## src/rtl/regfile_wb_arbiter_if.sv

```systemverilog
// Writeback bus between the ALU/LSU sources, the arbiter and the register-file write port.
// The arbiter uses the slave modport; the environment driving writebacks uses master.
interface regfile_wb_arbiter_if #(
  parameter int unsigned XLEN       = 32,
  parameter int unsigned REG_ADDR_W = 5
);
  localparam int unsigned NREG = 1 << REG_ADDR_W;

  logic                  alu_valid;
  logic                  alu_ready;
  logic [REG_ADDR_W-1:0] alu_rd;
  logic [XLEN-1:0]       alu_data;
  logic                  lsu_valid;
  logic                  lsu_ready;
  logic [REG_ADDR_W-1:0] lsu_rd;
  logic [XLEN-1:0]       lsu_data;
  logic                  rf_we;
  logic [REG_ADDR_W-1:0] rf_rd;
  logic [XLEN-1:0]       rf_data;
  logic [NREG-1:0]       pending;

  modport slave (
    input  alu_valid, alu_rd, alu_data, lsu_valid, lsu_rd, lsu_data,
    output alu_ready, lsu_ready, rf_we, rf_rd, rf_data, pending
  );

  modport master (
    output alu_valid, alu_rd, alu_data, lsu_valid, lsu_rd, lsu_data,
    input  alu_ready, lsu_ready, rf_we, rf_rd, rf_data, pending
  );
endinterface

```

## src/rtl/regfile_wb_arbiter.sv

```systemverilog
// Shares one register-file write port between ALU and LSU writebacks using
// 1-entry buffers per source, oldest-first issue, x0 dropping and a pending-rd mask.
module regfile_wb_arbiter #(
  parameter int unsigned XLEN       = 32,
  parameter int unsigned REG_ADDR_W = 5
) (
  input logic                  clk,
  input logic                  rst,
  regfile_wb_arbiter_if.slave  bus
);
  localparam int unsigned NREG = 1 << REG_ADDR_W;

  logic                  alu_full, lsu_full;
  logic [REG_ADDR_W-1:0] alu_rd_q, lsu_rd_q;
  logic [XLEN-1:0]       alu_data_q, lsu_data_q;
  logic                  lsu_older;

  logic alu_gnt, lsu_gnt;
  logic alu_load, lsu_load;
  logic alu_full_nxt, lsu_full_nxt;
  logic lsu_older_nxt;

  always_comb begin
    alu_gnt = alu_full && (!lsu_full || !lsu_older);
    lsu_gnt = lsu_full && (!alu_full ||  lsu_older);
  end

  assign bus.alu_ready = !alu_full || alu_gnt;
  assign bus.lsu_ready = !lsu_full || lsu_gnt;

  // x0 writes complete the handshake but never occupy a buffer.
  assign alu_load = bus.alu_valid && bus.alu_ready && (bus.alu_rd != '0);
  assign lsu_load = bus.lsu_valid && bus.lsu_ready && (bus.lsu_rd != '0);

  always_comb begin
    alu_full_nxt  = alu_load || (alu_full && !alu_gnt);
    lsu_full_nxt  = lsu_load || (lsu_full && !lsu_gnt);
    lsu_older_nxt = lsu_older;
    if (alu_load && lsu_load)
      lsu_older_nxt = 1'b1;
    else if (alu_load && lsu_full_nxt)
      lsu_older_nxt = 1'b1;
    else if (lsu_load && alu_full_nxt)
      lsu_older_nxt = 1'b0;
  end

  always_ff @(posedge clk or negedge rst) begin
    if (!rst) begin
      alu_full   <= 1'b0;
      lsu_full   <= 1'b0;
      alu_rd_q   <= '0;
      lsu_rd_q   <= '0;
      alu_data_q <= '0;
      lsu_data_q <= '0;
      lsu_older  <= 1'b0;
    end else begin
      alu_full  <= alu_full_nxt;
      lsu_full  <= lsu_full_nxt;
      lsu_older <= lsu_older_nxt;
      if (alu_load) begin
        alu_rd_q   <= bus.alu_rd;
        alu_data_q <= bus.alu_data;
      end
      if (lsu_load) begin
        lsu_rd_q   <= bus.lsu_rd;
        lsu_data_q <= bus.lsu_data;
      end
    end
  end

  always_comb begin
    bus.rf_we   = 1'b0;
    bus.rf_rd   = '0;
    bus.rf_data = '0;
    if (lsu_gnt) begin
      bus.rf_we   = 1'b1;
      bus.rf_rd   = lsu_rd_q;
      bus.rf_data = lsu_data_q;
    end else if (alu_gnt) begin
      bus.rf_we   = 1'b1;
      bus.rf_rd   = alu_rd_q;
      bus.rf_data = alu_data_q;
    end
  end

  always_comb begin
    bus.pending = '0;
    if (alu_full) bus.pending[alu_rd_q] = 1'b1;
    if (lsu_full) bus.pending[lsu_rd_q] = 1'b1;
    bus.pending[0] = 1'b0;
  end
endmodule

```

## src/flat_wrapper.sv

```systemverilog
// flat-port wrapper written by rule: the top's interface ports become plain ports
module regfile_wb_arbiter_flat 
#(
  parameter int unsigned XLEN       = 32,
  parameter int unsigned REG_ADDR_W = 5
)
  (clk, rst, bus_alu_valid, bus_alu_rd, bus_alu_data, bus_lsu_valid, bus_lsu_rd, bus_lsu_data, bus_alu_ready, bus_lsu_ready, bus_rf_we, bus_rf_rd, bus_rf_data, bus_pending);
  regfile_wb_arbiter_if #(.XLEN(XLEN), .REG_ADDR_W(REG_ADDR_W)) bus_i ();
  input logic clk;
  input logic rst;
  input wire logic [$bits(bus_i.alu_valid)-1:0] bus_alu_valid;
  input wire logic [$bits(bus_i.alu_rd)-1:0] bus_alu_rd;
  input wire logic [$bits(bus_i.alu_data)-1:0] bus_alu_data;
  input wire logic [$bits(bus_i.lsu_valid)-1:0] bus_lsu_valid;
  input wire logic [$bits(bus_i.lsu_rd)-1:0] bus_lsu_rd;
  input wire logic [$bits(bus_i.lsu_data)-1:0] bus_lsu_data;
  output wire logic [$bits(bus_i.alu_ready)-1:0] bus_alu_ready;
  output wire logic [$bits(bus_i.lsu_ready)-1:0] bus_lsu_ready;
  output wire logic [$bits(bus_i.rf_we)-1:0] bus_rf_we;
  output wire logic [$bits(bus_i.rf_rd)-1:0] bus_rf_rd;
  output wire logic [$bits(bus_i.rf_data)-1:0] bus_rf_data;
  output wire logic [$bits(bus_i.pending)-1:0] bus_pending;
  assign bus_i.alu_valid = bus_alu_valid;
  assign bus_i.alu_rd = bus_alu_rd;
  assign bus_i.alu_data = bus_alu_data;
  assign bus_i.lsu_valid = bus_lsu_valid;
  assign bus_i.lsu_rd = bus_lsu_rd;
  assign bus_i.lsu_data = bus_lsu_data;
  assign bus_alu_ready = bus_i.alu_ready;
  assign bus_lsu_ready = bus_i.lsu_ready;
  assign bus_rf_we = bus_i.rf_we;
  assign bus_rf_rd = bus_i.rf_rd;
  assign bus_rf_data = bus_i.rf_data;
  assign bus_pending = bus_i.pending;
  regfile_wb_arbiter #(.XLEN(XLEN), .REG_ADDR_W(REG_ADDR_W)) u_core (.clk(clk), .rst(rst), .bus(bus_i));
endmodule
```

## config.mk

```make
export PLATFORM = sky130hd
export DESIGN_NAME = regfile_wb_arbiter_flat
export DESIGN_NICKNAME = d
export VERILOG_FILES = /design/src/rtl/regfile_wb_arbiter_if.sv /design/src/rtl/regfile_wb_arbiter.sv /design/src/flat_wrapper.sv
export SDC_FILE = /design/constraint.sdc
export NUM_CORES = 1
export LEC_CHECK = 0
export CAP_MARGIN = 20
export CORE_UTILIZATION = 36
export DETAILED_ROUTE_END_ITERATION = 7
export GPL_TIMING_DRIVEN = 0
export PLACE_DENSITY = 0.68
export SYNTH_ARGS = -nofsm -noshare
export SYNTH_HDL_FRONTEND = slang
export SYNTH_SLANG_ARGS = --single-unit
```

## constraint.sdc

```tcl
create_clock -name clk -period 2.09 [get_ports clk]
set_clock_uncertainty 0.1 [all_clocks]
set_input_delay 0.5225 -clock clk [delete_from_list [all_inputs] [get_ports clk]]
set_output_delay 0.5225 -clock clk [all_outputs]
set_load 0.03 [all_outputs]
```

==> results of run 1 <==
[flip-flops by register name, indices dropped and copies added, names as in the netlist]
signal	cells
u_core.lsu_full	1
u_core.alu_data_q	32
u_core.lsu_rd_q	5
u_core.lsu_data_q	32
u_core.alu_full	1
u_core.lsu_older	1
u_core.alu_rd_q	5
[cells by family (layout without fill, tap and decap cells)]
group | count (synthesis) | in the layout | share of synthesized area
other cells | 1 | 1 | 0.000970
buf+inv | 27 | 247 | 0.0508
compound gates | 75 | 75 | 0.150
mux | 72 | 72 | 0.238
flops | 77 | 77 | 0.498
simple gates | 38 | 39 | 0.0621
[power groups by stage]
stage,Combinational [W],Clock [W],Sequential (W)
2_1_floorplan,0.00169,0,0.00193
3_3_place_gp,0.00256,0,0.00197
3_5_place_dp,0.00259,0,0.00198
4_1_cts,0.00307,0.00131,0.00202
5_1_grt,0.00350,0.00138,0.00206
6_report,0.00335,0.00129,0.00203
[worst max-delay path: stages (launching register included)]
cell and delay (ns):
dfrtp_2 0.45, nand3b_1 0.31, buf_6 0.22, o22ai_1 0.21, buf_4 0.20
[area by class of cell]
class	instances	area, sq um	area share
Buffer	16	280	0.0398
Inverter	1	3.75	0.000533
Sequential cell	77	1940	0.275
Tap cell	136	170	0.0242
Timing Repair Buffer	214	2210	0.313
Multi-Input combinational cell	187	2220	0.315
Clock inverter	5	83.8	0.0119
Clock buffer	11	141	0.0201
[repair_timing]
action	CTS	global route
cloned	9	0
hold buffers	0	0
buffers inserted	37	20
resized for setup	573	56
pin swaps	29	26
setup endpoints to repair	145	84
[stage by stage]
stage	util	total power (W)
4_1_cts	0.642	0.00639
5_1_grt	0.679	0.00694
3_5_place_dp	0.551	0.00457
2_1_floorplan	-	0.00362
3_3_place_gp	0.550	0.00453
6_report	0.679	0.00667
[cell usage in the layout (no fill, tap or decap), types with 3 or more instances in the layout]
cell type and n:
o22ai_1 7, buf_2 3, clkbuf_16 3, or3b_4 6
dfrtp_1 67, nand2_1 5, clkdlybuf4s50_1 68, nand3b_1 10
buf_6 83, clkdlybuf4s15_1 4, o22ai_4 13, o22ai_2 11
mux2_2 14, buf_4 48, a22o_1 36, buf_12 10
mux2_4 58, nand3_1 3, clkbuf_8 13, buf_16 4
dfrtp_2 10
[how the worst min path moves through the flow]
| stage | from | end | slack [ns] | depth (start not counted) |
|---|---|---|---|---|
| after floorplan | rst | u_core.alu_data_q[0]$_DFFE_PN0P_ | 0.13 | 0 |
| after global placement | u_core.lsu_data_q[5]$_DFFE_PN0P_ | u_core.lsu_data_q[5]$_DFFE_PN0P_ | 0.39 | 1 |
| after detailed placement | u_core.lsu_data_q[28]$_DFFE_PN0P_ | u_core.lsu_data_q[28]$_DFFE_PN0P_ | 0.39 | 1 |
| after CTS | rst | u_core.alu_data_q[14]$_DFFE_PN0P_ | 0.05 | 1 |
| after global routing | rst | u_core.lsu_data_q[15]$_DFFE_PN0P_ | 0.06 | 1 |
| final | rst | u_core.alu_data_q[14]$_DFFE_PN0P_ | 0.04 | 1 |
[metal layers]
| metal | part of all wire | vias to the layer above | track usage |
|---|---|---|---|
| met5 | 0 | - | 0 |
| met4 | 0.013 | 0 | 0.0724 |
| met3 | 0.065 | 14 | 0.0594 |
| met2 | 0.52 | 118 | 0.381 |
| met1 | 0.40 | 1730 | 0.278 |
| li1 | - | 1551 | - |
==> results_dict.tcl, run 1 <==
set metrics [dict create \
    status "finished, violations left" \
    violations "setup timing" \
    p_per_area_nw_per_um2 947 \
    p_clk_frac 0.194 \
    rsz0062_at_grt "true" \
    seqPwrFrac 0.304 \
    ant_nets 0 \
    fmax_mhz 424 \
    numClockSinks 77 \
    wl_microns 12800 \
    dpl_cell_area_sq_um 5720 \
    cts_buffer_depth 2 \
    crit_required_ns 1.47 \
    synthArstFlopShare 1.00 \
    seq_area_frac_synth 0.498 \
    drt_iter0_drc 107 \
    design_area_sq_um 7050 \
    syn_to_final_growth_pct 82.2 \
    slew_headroom 0.654 \
    die_w_microns 106 \
    h-tree-depth 3 \
    synth_cell_types 27 \
    cp-end-kind "output pin" \
    vias 3413 \
    cp_data_arrival_time_ns 1.73 \
    nets 584 \
    synth-edff-count 0 \
    p_comb_frac 0.502 \
    die_y_microns 106 \
    numPortBuffers 148 \
    path_class "reg2out" \
    insertedDiodeCount 0 \
    grt_first_pass_wirelength_microns 19300 \
    synthTopCellsByCount "dfrtp_1 (77), mux2_2 (43), a22o_1 (36)" \
    hold_ws_ns 0.0439 \
    crit_path_end "bus_pending[25]" \
    hold_path_class "in2async" \
    dp_hpwl_microns 7790 \
    syn_area_sq_um 3870 \
    insertion_delay_ns 0.34 \
    syn-num-nets 368 \
    routedWlPerCell_microns 19.8 \
    reg2reg_depth 10 \
    cts_tree "built" \
    crit_start "u_core.alu_rd_q[1]$_DFFE_PN0P_" \
    vias_per_cell 5.28 \
    fin_cells 647 \
    synth_ff_type "dfrtp_1" \
    first_global_vias 3616 \
    switching_share 0.356 \
    cap_violations 0 \
    synth_top_area_cell "dfrtp_1" \
    place_ws_ns -1.11 \
    synthCells 290 \
    r2r_start "u_core.alu_full$_DFF_PN0_" \
    worst_pin_slew_ns 0.519 \
    p_int_w 0.00430 \
    core_area_sq_um 10400 \
    ys_top_cells_by_area "dfrtp_1 (50%), mux2_2 (13%), mux2_4 (11%), a22o_1 (8.2%), o22ai_1 (5.0%)" \
    r2r_end "u_core.lsu_data_q[19]$_DFFE_PN0P_" \
    grt_overflow 0 \
    die_area_sq_um 11200 \
    p_leak_nw 3.13 \
    place.gp.congestion 0.773 \
    hold_viol 0 \
    place_inst 575 \
    root_buffer "clkbuf_8" \
    ir_drop_v 0.000580 \
    synth-seq-cells 77 \
    yosysMostFrequentCell "dfrtp_1" \
    maxSlewViolCount 0 \
    route.detailed.drc 0 \
    switchingPower_w 0.00237 \
    critPathLaunchType "flop" \
    setup_ws_ns -0.267 \
    ios 150 \
    first_pass_iters 4 \
    fin_crit_ns 2.36 \
    antenna_found_initial 0 \
    start_util 0.373 \
    path_max_fanout 6 \
    drive_gt1_frac 0.593 \
    final.fill_count 735 \
    yosysWarningCount 0 \
    r2r_slack_ns 0.12 \
    synth_top_area_share 0.498 \
    fin_tns_setup_ns -14.10 \
    fin_crit_sh 1.13 \
    rows 37 \
    setup_viol 69 \
    grt_max_degree 41 \
    grtUsageTotal 0.224 \
    clkTransAtPathRegs_ns 0.09 \
    syn_avg_cell_area_sq_um 13.3 \
    cts_made_buffers 9 \
]
No activity file was read; power rests on OpenSTA's default activity.
==> run 2: changes to the inputs <==
- REMOVE_ABC_BUFFERS: default -> 1
==> run 2 against run 1 <==
Net effect: the run still ends with setup timing left; cell count up 4.3%; clock-buffer cell count is the same; global-route usage is 2.2 points higher; cell area grew 5.7%; sequential power about the same; wire length is 34% higher; critical path depth is the same; combinational power rose by 13%; sequential share of layout area shrank 1.5 points; register-to-register slack lost 0.02 ns; utilization up 3.9 points; critical path type unchanged; largest cell class unchanged; highest routed layer unchanged.
==> results_dict.tcl, run 2 (synthesis results as in run 1) <==
set metrics [dict create \
    grtUsageTotal 0.246 \
    path_class "reg2out" \
    setup_viol 71 \
    cts_tree "built" \
    ir_drop_v 0.000527 \
    dpl_cell_area_sq_um 5450 \
    numClockSinks 77 \
    start_util 0.373 \
    status "finished, violations left" \
    top_regs "u_core.alu_data_q (32), u_core.lsu_data_q (32)" \
    p_per_area_nw_per_um2 951 \
    antenna_found_initial 0 \
    hold_path_class "in2reg" \
    hold_viol 0 \
    cts_made_buffers 9 \
    drt-met1-wl_microns 6190 \
    dp_hpwl_microns 7160 \
    fin_crit_ns 2.50 \
    rsz0062_at_grt "true" \
    root_buffer "clkbuf_8" \
    cp_data_arrival_time_ns 1.88 \
    grt_overflow 0 \
    final_common_cell "buf_6" \
    cp-end-kind "output pin" \
    core_area_sq_um 10400 \
    cts_buffer_depth 2 \
    grt_max_degree 64 \
    vias 3881 \
    fmax_mhz 399 \
    ant_nets 0 \
    setup_ws_ns -0.415 \
    wl_microns 17200 \
    worst_path_max_delay_cell "dfrtp_2" \
    die_w_microns 106 \
    hold_ws_ns 0.328 \
    met3WireLength_microns 1360 \
    slowest_delay_ns 0.47 \
    drt_iter0_drc 170 \
    route.detailed.drc 0 \
    most-common-layout-cells "buf_6 (93), clkdlybuf4s50_1 (68), dfrtp_1 (67), buf_4 (57), mux2_4 (37)" \
    grt_first_pass_wirelength_microns 21000 \
    drive_gt1_frac 0.631 \
    cap_violations 0 \
    cp_common_cell "buf_6" \
    maxSlewViolCount 0 \
    p_total_w 0.00708 \
    cp_top_family "flip-flops" \
    p_leak_nw 3.27 \
    syn_to_final_growth_pct 92.7 \
    h-tree-depth 3 \
    design_area_sq_um 7450 \
    path_cells "or3b_4 -> buf_6 -> o22ai_4 -> buf_6" \
    first_pass_iters 5 \
    highest_layer "met4" \
    vias_per_cell 5.75 \
    insertion_delay_ns 0.35 \
    path_max_fanout 6 \
    first_global_vias 3762 \
    rows 37 \
    clkTransAtPathRegs_ns 0.09 \
    nets 612 \
    place_ws_ns -1.17 \
    ios 150 \
    wl_met2_microns 8670 \
    violations "setup timing" \
    fin_crit_sh 1.20 \
    critPathLaunchType "flop" \
    cp_num_buf_inv 2 \
    numPortBuffers 148 \
    final.fill_count 654 \
    die_area_sq_um 11200 \
    place.gp.congestion 0.849 \
    die_y_microns 106 \
    routedWlPerCell_microns 25.4 \
    crit_required_ns 1.47 \
    insertedDiodeCount 0 \
]
## run 2: cell count changes in the layout (fill, tap and decap cells not counted), sizes merged, moves of 2 or more
cell	before	now
nand2b	2	4
buf	148	176
clkinvlp	2	0
clkbuf	20	14
clkinv	1	3
## run 2: what timing repair did
action | in CTS | in global routing
resized for setup | 559 | 84
endpoints found under the setup margin | 145 | 108
hold buffers | 1 | 0
hold endpoints to repair | 14 | 0
cloned | 10 | 2
setup buffers | 66 | 29
pin swaps | 18 | 37
## run 2: power breakdown
part	switching (W)	total, W	internal, W
sequential	0.000257	0.00205	0.00179
clock	0.000620	0.00125	0.000633
combinational	0.00180	0.00378	0.00198
total	0.00268	0.00708	0.00440
## run 2: path summary, 6_finish.rpt
check                                                      start                           endpoint  depth (start not counted)  slack (ns)
worst max-delay path              u_core.alu_rd_q[0]$_DFFE_PN0P_                    bus_pending[28]                          4       -0.41
worst min-delay path                               bus_alu_rd[3]     u_core.alu_rd_q[3]$_DFFE_PN0P_                          2        0.33
worst max register to register         u_core.alu_full$_DFF_PN0_  u_core.lsu_data_q[19]$_DFFE_PN0P_                          7        0.10
worst min register to register  u_core.alu_data_q[0]$_DFFE_PN0P_   u_core.alu_data_q[0]$_DFFE_PN0P_                          1        0.41
max in group asynchronous                                    rst     u_core.alu_rd_q[4]$_DFFE_PN0P_                          3        0.80
min in group asynchronous                                    rst  u_core.alu_data_q[31]$_DFFE_PN0P_                          2        0.48
## run 2: through the flow
step | TNS [ns] | utilization | instances
6_report | -19.00 | 0.718 | 675
5_1_grt | -22.72 | 0.718 | 675
4_1_cts | -14.28 | 0.659 | 645
3_5_place_dp | -113.55 | 0.526 | 552
3_3_place_gp | -438.39 | 0.514 | 548
2_1_floorplan | -97.54 | - | 264
## run 2: cell type report
class,instances,area (sq um),area share
tap,136,170,0.0228
sequential,77,1940,0.260
inverter,1,3.75,0.000504
clock buffer,11,151,0.0203
multi-input combinational,190,2270,0.305
timing repair buffer,255,2850,0.382
clock inverter,5,67.6,0.00907
## run 2: worst reg2reg max path: cells and delay by family (launching register included)
family        cells  cell delay [ns]
flops             1             0.46
mux               1             0.31
simple gates      2             0.53
buf+inv           4             0.50
## run 2: per-layer routing
metal  up-vias  GRT usage
li1       1606          -
met1      1964      0.303
met2       236      0.425
met3        75     0.0557
met4         0     0.0843
met5         -          0
==> edit 1, RTL diff (settings of run 2) <==
`REG_ADDR_W` is set to 5 in 3 places; all go to 3.
--- a/src/rtl/regfile_wb_arbiter_if.sv
+++ b/src/rtl/regfile_wb_arbiter_if.sv
@@ -2,7 +2,7 @@
 // The arbiter uses the slave modport; the environment driving writebacks uses master.
 interface regfile_wb_arbiter_if #(
   parameter int unsigned XLEN       = 32,
-  parameter int unsigned REG_ADDR_W = 5
+  parameter int unsigned REG_ADDR_W = 3
 );
   localparam int unsigned NREG = 1 << REG_ADDR_W;
 
--- a/src/rtl/regfile_wb_arbiter.sv
+++ b/src/rtl/regfile_wb_arbiter.sv
@@ -2,7 +2,7 @@
 // 1-entry buffers per source, oldest-first issue, x0 dropping and a pending-rd mask.
 module regfile_wb_arbiter #(
   parameter int unsigned XLEN       = 32,
-  parameter int unsigned REG_ADDR_W = 5
+  parameter int unsigned REG_ADDR_W = 3
 ) (
   input logic                  clk,
   input logic                  rst,
--- a/src/flat_wrapper.sv
+++ b/src/flat_wrapper.sv
@@ -2,7 +2,7 @@
 module regfile_wb_arbiter_flat 
 #(
   parameter int unsigned XLEN       = 32,
-  parameter int unsigned REG_ADDR_W = 5
+  parameter int unsigned REG_ADDR_W = 3
 )
   (clk, rst, bus_alu_valid, bus_alu_rd, bus_alu_data, bus_lsu_valid, bus_lsu_rd, bus_lsu_data, bus_alu_ready, bus_lsu_ready, bus_rf_we, bus_rf_rd, bus_rf_data, bus_pending);
   regfile_wb_arbiter_if #(.XLEN(XLEN), .REG_ADDR_W(REG_ADDR_W)) bus_i ();
Ports: changed (resized bus_alu_rd, bus_lsu_rd, bus_pending and bus_rf_rd); port bits go from 150 to 120. No check against the original RTL was run, so the function may have changed too.
==> edit 1 against run 2 <==
The run still ends with negative setup slack left. Final area shrank 28%. Worst hold slack gained 64 ps. Critical path type unchanged. Synthesized cell count down 22%. Routed wire length decreased by 47%. Critical path depth rose by 2. Worst setup slack better by 180 ps. Sequential cell count fell by 4. Combinational power is 37% lower. Area after synthesis is 13% lower. Total power is 22% lower. Core utilization fell by 11 points.
==> edit 1: results (changes against run 2) <==
Outcome
The run finished, with violations left. The final reports fail on negative setup slack.

Placement
The post-detailed-placement half-perimeter wirelength is 5491 µm (-23%). The routability congestion estimate is 0.7869 (-7.3%). The pre-CTS setup slack is -858.5 ps (+307.7 ps).

Drt
The number of search-and-repair iterations in the first detailed-routing pass is 4 (-1). The count of routing violations after the opening detailed-route iteration is 65 (-62%). The number of vias after detailed routing is 2510 (-35%).

Clocking
The post-cts sizing count is 298 (-47%).

STA
The slack of the critical path was -230.9 ps (+183.7 ps). The count of final setup violators is 37 (-48%). The setup TNS is -6844 ps (+12160 ps).

Synth
The commonest cells after synthesis are 73 x sky130_fd_sc_hd__dfrtp_1, 35 x sky130_fd_sc_hd__a22o_1, 30 x sky130_fd_sc_hd__mux2_1, 30 x sky130_fd_sc_hd__mux2_4, 10 x sky130_fd_sc_hd__mux2_2. The post-synthesis sequential area ratio is 0.5430 (+0.04457). The synthesized area divided by synthesized cell count is 14.82 µm² (+11%).

Setup path
The maximum fanout along the worst path is 9 (+3). The worst path arrival time came to 1700 ps (-180 ps).

Final layout
The final non-filler cell total came to 482 (-29%). The non-clock buffer total of the final layout was 147 (-42%). The final design instance area without fill was 0.005399 mm² (-28%). The combined area of the multi-input logic cells is 0.001556 mm² (-31%). The clock buffer instance count of the final layout is 12 (+1). The portion of the layout cell area used by clock cells came to 0.04241 (+0.01301).

Global routing
The global router's overall resource usage was 0.1812 (-0.06501).

Power
The worst vdd rail ir drop came to 0.4833 mV (-8.3%).
[edit 1: cell types whose count changed after synthesis, sizes merged, moves of 3 or more]
| cell | delta |
|---|---|
| dfrtp | -4 |
| or3b | -6 |
| o22ai | -26 |
| nand3b | -10 |
| a32o | -3 |
| nand2b | +4 |
| clkbuf | -8 |
| nand3 | -4 |
[edit 1: layer usage]
layer / routed length, µm / part of all wire / GRT usage
met5: 0 / 0 / 0
met2: 4494 / 0.49 / 0.2996
met3: 577 / 0.063 / 0.05390
met4: 257 / 0.028 / 0.08496
met1: 3833 / 0.42 / 0.2180
[edit 1: logic make-up after synthesis]
family,after synthesis,synth area share
DFF,73,0.5430
muxes,70,0.2678
AOI/OAI and AO/OA,49,0.1257
and+or+nand+nor,17,0.02715
buffers and inverters,17,0.03532
other,1,0.001115
[edit 1: final timing paths]
kind	start	endpoint	slack [ps]	depth (start not counted)
max in group asynchronous	rst	u_core.alu_data_q[14]	890	3
worst min register to register	u_core.lsu_data_q[10]	u_core.lsu_data_q[10]	390	1
min in group asynchronous	rst	u_core.alu_full	450	2
worst min-delay path	u_core.lsu_data_q[10]	u_core.lsu_data_q[10]	390	1
worst max register to register	u_core.lsu_full	u_core.alu_data_q[31]	260	6
worst max-delay path	u_core.lsu_older	bus_rf_rd[1]	-230	6
[edit 1: critical path: stages, from the launching register on]
cell,delay [ps]
sky130_fd_sc_hd__dfrtp_2,440
sky130_fd_sc_hd__buf_6,130
sky130_fd_sc_hd__a21boi_4,160
sky130_fd_sc_hd__buf_12,160
sky130_fd_sc_hd__buf_8,140
sky130_fd_sc_hd__a22o_1,180
sky130_fd_sc_hd__buf_6,140
==> edit 2, RTL diff (settings of run 2) <==
Made on the original files. Reset style: synchronous (`rst`), changed in one clocked block.
--- a/src/rtl/regfile_wb_arbiter.sv
+++ b/src/rtl/regfile_wb_arbiter.sv
@@ -44,7 +44,7 @@
       lsu_older_nxt = 1'b0;
   end
 
-  always_ff @(posedge clk or negedge rst) begin
+  always_ff @(posedge clk) begin
     if (!rst) begin
       alu_full   <= 1'b0;
       lsu_full   <= 1'b0;
Formal check against the unedited RTL: differs if rst is asserted again (counterexample within 4 cycles, from zero or initial values and one cycle with rst low); with rst held inactive, the same outputs for 10 cycles.
==> edit 2 against run 2 <==
The run still ends with negative setup slack left. Final area shrank 12%. Sequential cell count is the same. Area after synthesis shrank 3.7%. Worst setup slack gained 240 ps. Critical path depth is the same. Routed wire length shrank 20%. Global-route usage shrank 0.47 points. Count of clock-buffer cells in the layout is the same. Largest cell class unchanged.
Power is not compared: it rests on default switching activity, and its combinational part moved more than twofold at a synthesized area within 25%.
==> edit 2: results (changes against run 2) <==
Final layout
The non-clock buffer total of the final layout was 206 (-19%). The layout cell share with drive strength beyond 1 is 0.3227 (-0.3081). The final non-filler cell total is 762 (+13%).

The sequential cell count of the final layout came to 77 (unchanged). The portion of the layout cell area used by clock cells is 0.03263 (+0.003230). The final standard cell utilization of the core is 0.6617 (-0.05652). The portion of the layout cell area used by non-clock buffers is 0.3518 (-0.03015). The combined area of the multi-input logic cells is 0.002283 mm² (+0.55%). The count of multi-input combinational gates came to 330 (+74%). The total of fill cells in the finished design is 769 (+18%).

The register area is 0.001583 mm² (-18%).

Placement
The pre-CTS setup slack came to -788.9 ps (+377.3 ps). The routability congestion estimate is 0.8367 (-1.5%). The number of cells after detailed placement is 695 (+26%). The post-place instance area is 0.005358 mm² (-1.7%). The post-detailed-placement half-perimeter wirelength was 7751 µm (+8.3%).

Setup path
On the critical path, the stage with the largest delay is an instance of sky130_fd_sc_hd__dfxtp_4. The worst path arrival time is 1640 ps (-240 ps). The peak per-stage delay on the critical path is 360 ps (-110 ps). Grouping stages by cell kind, the critical path spends the most delay in buffers and inverters.

Clocking
The post-cts sizing count is 543 (-2.9%). The H-tree level count was 3 (unchanged). The number of post-CTS setup repair buffers came to 38 (-42%).

The buffer levels on the longest clock path is 2 (unchanged).

Drt
The routed length on met1 was 5928 µm (-4.2%). The average via count per standard cell is 5.386 (-6.3%). The number of search-and-repair iterations in the first detailed-routing pass is 4 (-1). The met3 layer wire length in the routed design is 810 µm (-40%). The average detailed-routed wire length per instance came to 18.13 µm (-29%). The length of routed met2 wiring came to 6851 µm (-21%). The count of routing violations after the opening detailed-route iteration was 182 (+7.1%).

Power
Across the VDD grid, the largest voltage drop is 0.3797 mV.

Synth
By area the synthesized netlist is led by sky130_fd_sc_hd__dfxtp_1 41%, sky130_fd_sc_hd__nand2_1 14%, sky130_fd_sc_hd__a21boi_1 9.1%. Counting instances in the post-synthesis netlist gives the leading cell types as 143 x sky130_fd_sc_hd__nand2_1, 77 x sky130_fd_sc_hd__dfxtp_1, 45 x sky130_fd_sc_hd__a21boi_1. The gate count after technology mapping came to 448 (+54%). The share of async-settable or async-resettable flops after synthesis is 0 (-1.000). The post-synthesis sequential area ratio is 0.4141 (-0.08426). The synthesized area divided by synthesized cell count was 8.309 µm² (-38%). The count of distinct cell types in the synthesized netlist is 25 (-7.4%). The synthesis warning total is 0 (unchanged).

Outcome
The flow ran to the end, but the final reports show violations. The checks that failed: negative setup slack.

Global routing
The met2 routing resource usage after global routing is 0.4128 (-0.01253). The via count of the first global-routing pass was 3961 (+5.3%). The global router's overall resource usage is 0.2416 (-0.004673). The met3 track demand over resource is 0.06356 (+0.007903). The pin count of the biggest net entering global routing is 52 (-19%). The first-pass GRT wire length is 20660 µm (-1.7%). The fraction of met1 tracks used by global routing is 0.2897 (-0.01301).

STA
The count of final setup violators is 69 (-2.8%). The slack of the critical path is -173.8 ps (+240.8 ps). The setup TNS is -6186 ps (+12820 ps). The worst pin sits at a relative slew slack of 0.6692.

Hold path
The path type of the worst min-delay path is reg2reg.
[edit 2: cell types whose count changed in the layout (fill, tap and decap cells not counted), moves of 6 or more]
cell,change
sky130_fd_sc_hd__dlygate4sd2_1,+7
sky130_fd_sc_hd__dfxtp_4,+10
sky130_fd_sc_hd__dfrtp_1,-67
sky130_fd_sc_hd__mux2_2,-35
sky130_fd_sc_hd__dfxtp_1,+64
sky130_fd_sc_hd__a21boi_1,+45
sky130_fd_sc_hd__mux2_4,-37
sky130_fd_sc_hd__a21boi_0,+26
sky130_fd_sc_hd__nand2_1,+139
sky130_fd_sc_hd__buf_6,-23
sky130_fd_sc_hd__buf_4,-22
sky130_fd_sc_hd__dfrtp_2,-10
sky130_fd_sc_hd__o22ai_4,-6
[edit 2: where the power goes]
group | total, mW | switching (mW) | leakage [nW] | internal [mW]
logic | 0.920 | 0.433 | 1.80 | 0.488
clock network | 1.24 | 0.545 | 0.105 | 0.698
registers | 1.62 | 0.0712 | 0.642 | 1.55
total | 3.79 | 1.05 | 2.55 | 2.74
[edit 2: worst paths after layout]
check	from	to	slack [ps]	depth (start not counted)
max reg2reg	u_core.lsu_full	u_core.alu_data_q[12]	180	6
min reg2reg	u_core.lsu_data_q[6]	u_core.lsu_data_q[6]	350	2
min	u_core.lsu_data_q[6]	u_core.lsu_data_q[6]	350	2
max	u_core.alu_rd_q[0]	bus_pending[6]	-170	4
[edit 2: logic make-up after synthesis]
| logic type | Yosys count | share of synthesized area |
|---|---|---|
| DFF | 77 | 0.4141 |
| AOI/OAI and AO/OA | 152 | 0.3143 |
| buffers and inverters | 42 | 0.06352 |
| other | 1 | 0.001007 |
| and+or+nand+nor | 176 | 0.2071 |
